File: src/rtl/microc_pkg.sv
// ============================================================================
// Module  : microc_pkg
// Brief   : Shared opcodes, FSM states and control-word type for control_multiciclo.
// Revision: 1.0
// ============================================================================
`default_nettype none

package microc_pkg;

   typedef enum logic [1:0] {
      S_FETCH = 2'd0,
      S_EXEC  = 2'd1,
      S_HALT  = 2'd2,
      S_WAIT  = 2'd3
   } state_t;

   localparam logic [5:0] OP_LI   = 6'b000000;
   localparam logic [5:0] OP_J    = 6'b010000;
   localparam logic [5:0] OP_JZ   = 6'b010001;
   localparam logic [5:0] OP_JNZ  = 6'b010010;
   localparam logic [5:0] OP_JC   = 6'b010011;
   localparam logic [5:0] OP_JNC  = 6'b010100;
   localparam logic [5:0] OP_SKZ  = 6'b010101;
   localparam logic [5:0] OP_SKNZ = 6'b010110;
   localparam logic [5:0] OP_HALT = 6'b011111;

   // ALU codes are carried straight from opcode[4:2]; ALU_NONE is driven otherwise.
   localparam logic [2:0] ALU_NONE = 3'b000;

   typedef struct packed {
      logic       s_skip;
      logic       s_inc;
      logic       s_inm;
      logic       we;
      logic [2:0] alu_op;
      logic       pc_en;
   } ctrl_t;

   localparam ctrl_t CTRL_IDLE = '{s_skip: 1'b0, s_inc: 1'b0, s_inm: 1'b0, we: 1'b0,
                                   alu_op: ALU_NONE, pc_en: 1'b0};

endpackage

`default_nettype wire

File: src/rtl/uc_decoder.sv
// ============================================================================
// Module  : uc_decoder
// Brief   : Combinational opcode decoder producing the EXEC-cycle control word.
// Revision: 1.0
// ============================================================================
`default_nettype none

module uc_decoder
   import microc_pkg::*;
(
   input  logic [5:0] opcode,
   input  logic       z_flag,
   input  logic       c_flag,
   output ctrl_t      ctrl,
   output logic       is_alu,
   output logic       is_halt,
   output logic       illegal
);

   logic w_taken;

   always_comb begin
      ctrl    = CTRL_IDLE;
      is_alu  = 1'b0;
      is_halt = 1'b0;
      illegal = 1'b0;
      w_taken = 1'b0;
      if (opcode[5]) begin
         is_alu      = 1'b1;
         ctrl.alu_op = opcode[4:2];
         ctrl.we     = 1'b1;
         ctrl.s_inc  = 1'b1;
         ctrl.pc_en  = 1'b1;
      end else if (opcode[5:2] == OP_LI[5:2]) begin
         ctrl.s_inm = 1'b1;
         ctrl.we    = 1'b1;
         ctrl.s_inc = 1'b1;
         ctrl.pc_en = 1'b1;
      end else begin
         case (opcode)
            OP_J: ctrl.pc_en = 1'b1;
            OP_JZ, OP_JNZ, OP_JC, OP_JNC: begin
               case (opcode)
                  OP_JZ:   w_taken = z_flag;
                  OP_JNZ:  w_taken = ~z_flag;
                  OP_JC:   w_taken = c_flag;
                  default: w_taken = ~c_flag;
               endcase
               ctrl.s_inc = ~w_taken;
               ctrl.pc_en = 1'b1;
            end
            OP_SKZ, OP_SKNZ: begin
               ctrl.s_skip = (opcode == OP_SKZ) ? z_flag : ~z_flag;
               ctrl.s_inc  = 1'b1;
               ctrl.pc_en  = 1'b1;
            end
            OP_HALT: is_halt = 1'b1;
            default: begin
               ctrl.s_inc = 1'b1;
               ctrl.pc_en = 1'b1;
               illegal    = 1'b1;
            end
         endcase
      end
   end

endmodule

`default_nettype wire

File: src/rtl/control_multiciclo.sv
// ============================================================================
// Module  : control_multiciclo
// Brief   : FETCH/EXEC control unit with flags, halt, illegal and retired count.
//           Define STEP_EN to add the single-step input and WAIT state.
// Revision: 1.0
// ============================================================================
`default_nettype none

module control_multiciclo
   import microc_pkg::*;
#(
   parameter int CNT_W = 16
)(
   input  logic             clk,
   input  logic             reset,
`ifdef STEP_EN
   input  logic             step,
`endif
   input  logic [5:0]       opcode,
   input  logic             zero_alu,
   input  logic             carry_alu,
   output logic             s_skip,
   output logic             s_inc,
   output logic             s_inm,
   output logic             we,
   output logic [2:0]       ALUOp,
   output logic             pc_en,
   output logic             z_flag,
   output logic             c_flag,
   output logic             halted,
   output logic             illegal,
   output logic [CNT_W-1:0] retired
);

   state_t           state_q, state_d;
   logic             z_q, z_d, c_q, c_d, ill_q, ill_d;
   logic [CNT_W-1:0] ret_q, ret_d;
   ctrl_t            w_dec_ctrl, w_ctrl;
   logic             w_is_alu, w_is_halt, w_illegal, w_exec;
`ifdef STEP_EN
   logic             step_q;
`endif

   uc_decoder u_dec (
      .opcode  (opcode),
      .z_flag  (z_q),
      .c_flag  (c_q),
      .ctrl    (w_dec_ctrl),
      .is_alu  (w_is_alu),
      .is_halt (w_is_halt),
      .illegal (w_illegal)
   );

   // Reset suppresses the EXEC commit so no write or PC update lands on a reset edge.
   assign w_exec = (state_q == S_EXEC) && !reset;
   assign w_ctrl = w_exec ? w_dec_ctrl : CTRL_IDLE;

   always_comb begin
      state_d = state_q;
      z_d     = z_q;
      c_d     = c_q;
      ill_d   = ill_q;
      ret_d   = ret_q;
      case (state_q)
         S_FETCH: state_d = S_EXEC;
         S_EXEC: begin
            if (w_is_halt) begin
               state_d = S_HALT;
            end else begin
`ifdef STEP_EN
               state_d = S_WAIT;
`else
               state_d = S_FETCH;
`endif
            end
            if (w_is_alu) begin
               z_d = zero_alu;
               c_d = carry_alu;
            end
            if (w_illegal) ill_d = 1'b1;
            if (ret_q != {CNT_W{1'b1}}) ret_d = ret_q + 1'b1;
         end
         S_HALT: state_d = S_HALT;
`ifdef STEP_EN
         S_WAIT: if (step && !step_q) state_d = S_FETCH;
`endif
         default: state_d = S_FETCH;
      endcase
   end

   always_ff @(posedge clk) begin
      if (reset) begin
         state_q <= S_FETCH;
         z_q     <= 1'b0;
         c_q     <= 1'b0;
         ill_q   <= 1'b0;
         ret_q   <= '0;
`ifdef STEP_EN
         step_q  <= 1'b0;
`endif
      end else begin
         state_q <= state_d;
         z_q     <= z_d;
         c_q     <= c_d;
         ill_q   <= ill_d;
         ret_q   <= ret_d;
`ifdef STEP_EN
         step_q  <= step;
`endif
      end
   end

   assign s_skip  = w_ctrl.s_skip;
   assign s_inc   = w_ctrl.s_inc;
   assign s_inm   = w_ctrl.s_inm;
   assign we      = w_ctrl.we;
   assign ALUOp   = w_ctrl.alu_op;
   assign pc_en   = w_ctrl.pc_en;
   assign z_flag  = z_q;
   assign c_flag  = c_q;
   assign halted  = (state_q == S_HALT);
   assign illegal = ill_q;
   assign retired = ret_q;

endmodule

`default_nettype wire

File: config.mk
export PLATFORM = sky130hd
export DESIGN_NAME = control_multiciclo
export DESIGN_NICKNAME = d
export VERILOG_FILES = /design/src/rtl/microc_pkg.sv /design/src/rtl/uc_decoder.sv /design/src/rtl/control_multiciclo.sv
export SDC_FILE = /design/constraint.sdc
export NUM_CORES = 1
export LEC_CHECK = 0
export BUFFER_PORTS_ARGS = -buffer_cell sky130_fd_sc_hd__buf_2
export CAP_MARGIN = 20
export CELL_PAD_IN_SITES_DETAIL_PLACEMENT = 1
export CELL_PAD_IN_SITES_GLOBAL_PLACEMENT = 2
export CORE_ASPECT_RATIO = 0.6
export CORE_MARGIN = 1.5
export CORE_UTILIZATION = 30
export DETAILED_ROUTE_END_ITERATION = 8
export GPL_ROUTABILITY_DRIVEN = 0
export PLACE_DENSITY_LB_ADDON = 0.25
export SLEW_MARGIN = 20
export SYNTH_ARGS = -nofsm -noshare
export SYNTH_HDL_FRONTEND = slang
export SYNTH_SLANG_ARGS = --single-unit
File: constraint.sdc
create_clock -name clk -period 4.63 [get_ports clk]
set_input_delay 0.926 -clock clk [delete_from_list [all_inputs] [get_ports clk]]
set_output_delay 0.926 -clock clk [all_outputs]
set_load 0.01 [all_outputs]
==> impl_metrics.ini, run 1 <==
[cts]
htreeDepth = 1
post_cts_buffers = 0
clk-insertion-delay-late_ns = 0.27
cts_buffer_depth = 2
cts_hold_buf = 0
cts.sinks = 21
cts_tree = done
cts_made_buffers = 3
cts_resized = 0
clk_pin_slew_ns = 0.08
cts-root-buf = clkbuf_8

[floorplanning]
start_util_pct = 31.8
die_h_um = 51.6
core.rowCount = 17
die_w_um = 84.1
design.core.area_sq_um = 3720
die_area_sq_um = 4340
ios = 38

[placed_design]
post_dp_cell_area_sq_um = 1400
hpwl_mm = 2.84
portBuffers = 37

[worst_setup_path]
critPathKind = reg2out
startpoint_type = register
crit_chain = nor2b_1 -> nand2_1 -> nor4_1 -> buf_2
cp_slowest_stage_delay_ns = 0.69
cp_data_required_time_ns = 3.70
r2r_slack_ns = 2.36
rr_worst_depth = 4
crit_arrival_ns = 2.16
r2r-start = state_q[0]
crit_path_start = state_q[0]
reg2reg_to = retired[9]
setup.worst_path.end_class = primary output
cp_max_fo = 9
crit_slowest_cell = nor2b_1

[yosys]
synth.area.top_cells = dfxtp_1 36%, a21oi_1 6.3%, nor2_1 4.1%
synth_edf_count = 0
ys_types = 34
syn_avg_cell_area_sq_um = 8.10
yosysTopAreaCellShare_pct = 35.6
syn_area_sq_um = 1180
yosys_register_bits = 21
yosys_warnings = 0
syn_inst = 146
async_reset_ff_share_pct = 0
yosysSeqAreaShare_pct = 35.6
synth_ff_type = dfxtp_1
syn_nets = 157
yosysTopAreaCell = dfxtp_1

[global_route]
track_usage_pct = 17.8
grt.busiest_layer = met2
overflow = 0
met2_usage_pct = 27.9
use_met3_pct = 4.44
grt_pass1_wl_mm = 6.02
grt_max_degree = 24
grt_pass1_vias = 1205
antenna_found_initial = 0
use_met1_pct = 25.7

[finish]
fillers = 476
n_antenna_cell = 0
postLayoutCellArea_sq_um = 1450
drive_above_1_share_pct = 25.8
mostFrequentLayoutCell = buf_2
seq_area_sq_um = 420
layout_common_cells = 37 x buf_2, 21 x dfxtp_1, 15 x a21oi_1
area_growth_syn_to_layout_pct = 22.2
multi_input_area_sq_um = 712
nNetsFinal = 194

[hold_path]
hold_start = illegal
min_path_type = reg2reg
hold_depth = 2
min_to = illegal

[sta]
slew_headroom_pct = 44.3
final.setup.tns_ns = 0
finalHoldViolations = 0
worstMarginPinSlew_ns = 0.834
fin_skew_ns = 0.00152
min_period_ns = 3.08
drv_slew = 0
max_freq_ghz = 0.324
fin_crit_sh_pct = 66.6
setup_viol = 0
grt_setup_unrepaired = no

[routing]
vias = 1266
wl_mm = 3.63
via_per_inst = 5.53
drc = 0
ant_nets = 0
drt-initial-drc-count = 67
dr.pass1.iters = 4
routedWlPerCell_um = 15.9

[power]
powerDensity_nw_per_um2 = 247
power.leakage_nw = 0.619
peakVddDrop_mv = 0.0982

[flow_run]
drv_cap = 0

[status]
status = finished clean
## state kept, by name, summed over array words and instances, names as in the netlist
name / count
state_q: 2
c_flag: 1
z_flag: 1
illegal: 1
retired: 16
## kinds of logic (layout without fill, tap and decap cells)
| kind of cell | count (synthesis) | in the layout | share of synthesized area, % |
|---|---|---|---|
| and+or+nand+nor | 70 | 70 | 32.6 |
| AOI/OAI and AO/OA | 37 | 37 | 21.4 |
| DFF | 21 | 21 | 35.6 |
| buffers and inverters | 11 | 47 | 4.23 |
| muxes | 4 | 4 | 3.70 |
| xor gates and xnor gates | 2 | 2 | 1.48 |
| adders and majority gates | 1 | 1 | 1.06 |
## worst max-delay path: cells and delay by family (launching register included)
kind                   cells  cell delay [ns]
and+or+nand+nor            3             1.33
DFF                        1             0.38
buffers and inverters      1             0.18
## per-stage QoR
step	power (mW)	utilization (%)	cells	setup WS, ns	hold slack (ns)
2_1_floorplan	0.218	-	146	2.00	0.431
3_3_place_gp	0.232	37.6	225	1.76	0.442
3_5_place_dp	0.235	37.6	225	1.70	0.449
4_1_cts	0.362	38.8	229	1.55	0.468
5_1_grt	0.378	38.8	229	1.29	0.482
6_report	0.356	38.8	229	1.55	0.460
## cell type report
type                    count  share of cell area, %
multi-input cells         114                   49.3
flip-flops and latches     21                   29.1
repair buffers             37                   12.8
well taps                  47                   4.07
clock buffers               3                   2.86
inverters                   6                   1.56
clock inverters             1                  0.346
## worst max path at each step
stage | end | slack, ns | cells after the start
2_1_floorplan | s_skip | 2.00 | 3
3_3_place_gp | s_skip | 1.76 | 5
3_5_place_dp | s_skip | 1.70 | 5
4_1_cts | s_skip | 1.55 | 4
5_1_grt | s_skip | 1.29 | 4
6_report | s_skip | 1.55 | 4
## routing by layer
metal  up-vias  part of all wire [%]
met5         -                     0
met1       618                    51
met3         2                   4.0
met2        23                    44
li1        623                     -
met4         0                  0.36
## cells in the mapped netlist, drive strengths merged (3+ instances only)
cell type   n
dfxtp      21
a21oi      15
nor2       13
nand2      10
nand3       9
o21ai       8
nand4       7
or3         7
inv         6
and3        5
nor2b       5
nor3        4
nor4        4
a21boi      3
clkbuf      3
mux2        3
nand2b      3
## report_power, final
group	total, mW	internal [mW]	leakage [nW]	switching, mW
Clock	0.126	0.0601	0.0255	0.0656
Sequential	0.189	0.184	0.170	0.00449
Combinational	0.0421	0.0157	0.424	0.0265
No activity file was read; power rests on OpenSTA's default activity.
==> inputs of run 2 (changes only) <==
--- a/config.mk
+++ b/config.mk
@@ -11,7 +11,7 @@
 export CELL_PAD_IN_SITES_GLOBAL_PLACEMENT = 2
 export CORE_ASPECT_RATIO = 0.6
 export CORE_MARGIN = 1.5
-export CORE_UTILIZATION = 30
+export CORE_UTILIZATION = 28
 export DETAILED_ROUTE_END_ITERATION = 8
 export GPL_ROUTABILITY_DRIVEN = 0
 export PLACE_DENSITY_LB_ADDON = 0.25
==> constraint.sdc (replaced) <==
create_clock -name clk -period 3.1 [get_ports clk]
set_input_delay 0.62 -clock clk [delete_from_list [all_inputs] [get_ports clk]]
set_output_delay 0.62 -clock clk [all_outputs]
set_load 0.01 [all_outputs]
==> impl_metrics.ini, run 2 (synthesized netlist as in run 1, its figures left out) <==
[worst_setup_path]
crit_arrival_ns = 1.60
critPathKind = reg2out
cp_max_fo = 9
cp.buffers_inverters = 2
crit_slowest_cell = dfxtp_1
crit_chain = nor2b_1 -> buf_4 -> nand2_1 -> nor4_1 -> buf_2
cp_data_required_time_ns = 2.48
cp_slowest_stage_delay_ns = 0.37
startpoint_type = register
path_delay_family = simple AND/OR/NAND/NOR gates
setup.worst_path.end_class = primary output

[global_route]
track_usage_pct = 15.7
met2_usage_pct = 24.0
use_met1_pct = 22.1
antenna_found_initial = 0
overflow = 0
grt_pass1_wl_mm = 5.49
use_met3_pct = 5.30
grt_max_degree = 23
grt_pass1_vias = 1131
grt.busiest_layer = met2

[flow_run]
drv_cap = 0

[sta]
drv_slew = 0
max_freq_ghz = 0.451
min_period_ns = 2.22
worst_slack_ns = 0.881
fin_skew_ns = 0.00364
fin_crit_sh_pct = 71.6
finalHoldViolations = 0
final.setup.tns_ns = 0
slew_headroom_pct = 49.7
grt_setup_unrepaired = no
worstMarginPinSlew_ns = 0.751
setup_viol = 0

[routing]
vias = 1244
dr.pass1.iters = 4
drc = 0
routedWlPerCell_um = 14.2
wl_mm = 3.46
ant_nets = 0
drt-initial-drc-count = 52
via_per_inst = 5.10

[cts]
cts_hold_buf = 0
post_cts_buffers = 0
cts_resized = 0
clk-insertion-delay-late_ns = 0.26
clk_pin_slew_ns = 0.08
htreeDepth = 1
cts_buffer_depth = 2
cts_made_buffers = 3
cts.sinks = 21
cts-root-buf = clkbuf_8
cts_tree = done

[placed_design]
post_dp_cell_area_sq_um = 1430
placedCellCount = 240
pre_cts_ws_ns = 0.981
portBuffers = 37
hpwl_mm = 2.68

[finish]
post-route-util_pct = 36.2
nNetsFinal = 196
fin_cells = 244
n_antenna_cell = 0
fillers = 513
mostFrequentLayoutCell = buf_2
postLayoutCellArea_sq_um = 1480
drive_above_1_share_pct = 26.1
layout_common_cells = 37 x buf_2, 21 x dfxtp_1, 15 x a21oi_1
largest_reg_flops = 16
area_growth_syn_to_layout_pct = 24.8

[status]
status = finished clean

[power]
power.leakage_nw = 0.626
powerDensity_nw_per_um2 = 359
peakVddDrop_mv = 0.145

[floorplanning]
ios = 38
start_util_pct = 29.0
die_h_um = 53.3
core.rowCount = 18
die_w_um = 86.9
die_area_sq_um = 4630
design.core.area_sq_um = 4080

[hold_path]
min_path_type = reg2reg
run 2: final cells by class:
cell class                      instances  area [sq um]  share of cell area [%]
Inverter                                6          22.5                    1.53
Timing Repair Buffer                   39           200                    13.6
Tap cell                               60          75.1                    5.09
Clock buffer                            4          45.0                    3.05
Multi-Input combinational cell        114           712                    48.3
Sequential cell                        21           420                    28.5
run 2: tightest hold or removal path: stages, from the launching register on:
cell     delay [ns]
dfxtp_1        0.31
inv_1          0.04
a21oi_1        0.05
run 2: metal layers:
| layer | share of wire [%] | routed length, um |
|---|---|---|
| met1 | 52 | 1780 |
| met2 | 43 | 1490 |
| met3 | 5.4 | 186 |
| met4 | 0 | 0 |
| met5 | 0 | 0 |
run 2: path summary, 6_finish.rpt:
check	end	depth (start not counted)	slack, ns	from
worst max-delay path	s_skip	5	0.88	state_q[0]
worst min-delay path	illegal	2	0.45	illegal
worst max register to register	retired[9]	4	1.03	retired[9]
worst min register to register	illegal	2	0.45	illegal
run 2: power breakdown:
group	switching [mW]	internal, mW
Sequential	0.00664	0.275
Clock	0.0919	0.0917
Combinational	0.0389	0.0253
run 2: stage by stage:
| stage | power (mW) | hold slack [ns] |
|---|---|---|
| floorplan | 0.326 | 0.431 |
| global placement | 0.350 | 0.432 |
| detailed placement | 0.353 | 0.442 |
| CTS | 0.539 | 0.456 |
| global route | 0.558 | 0.478 |
| finish | 0.529 | 0.446 |
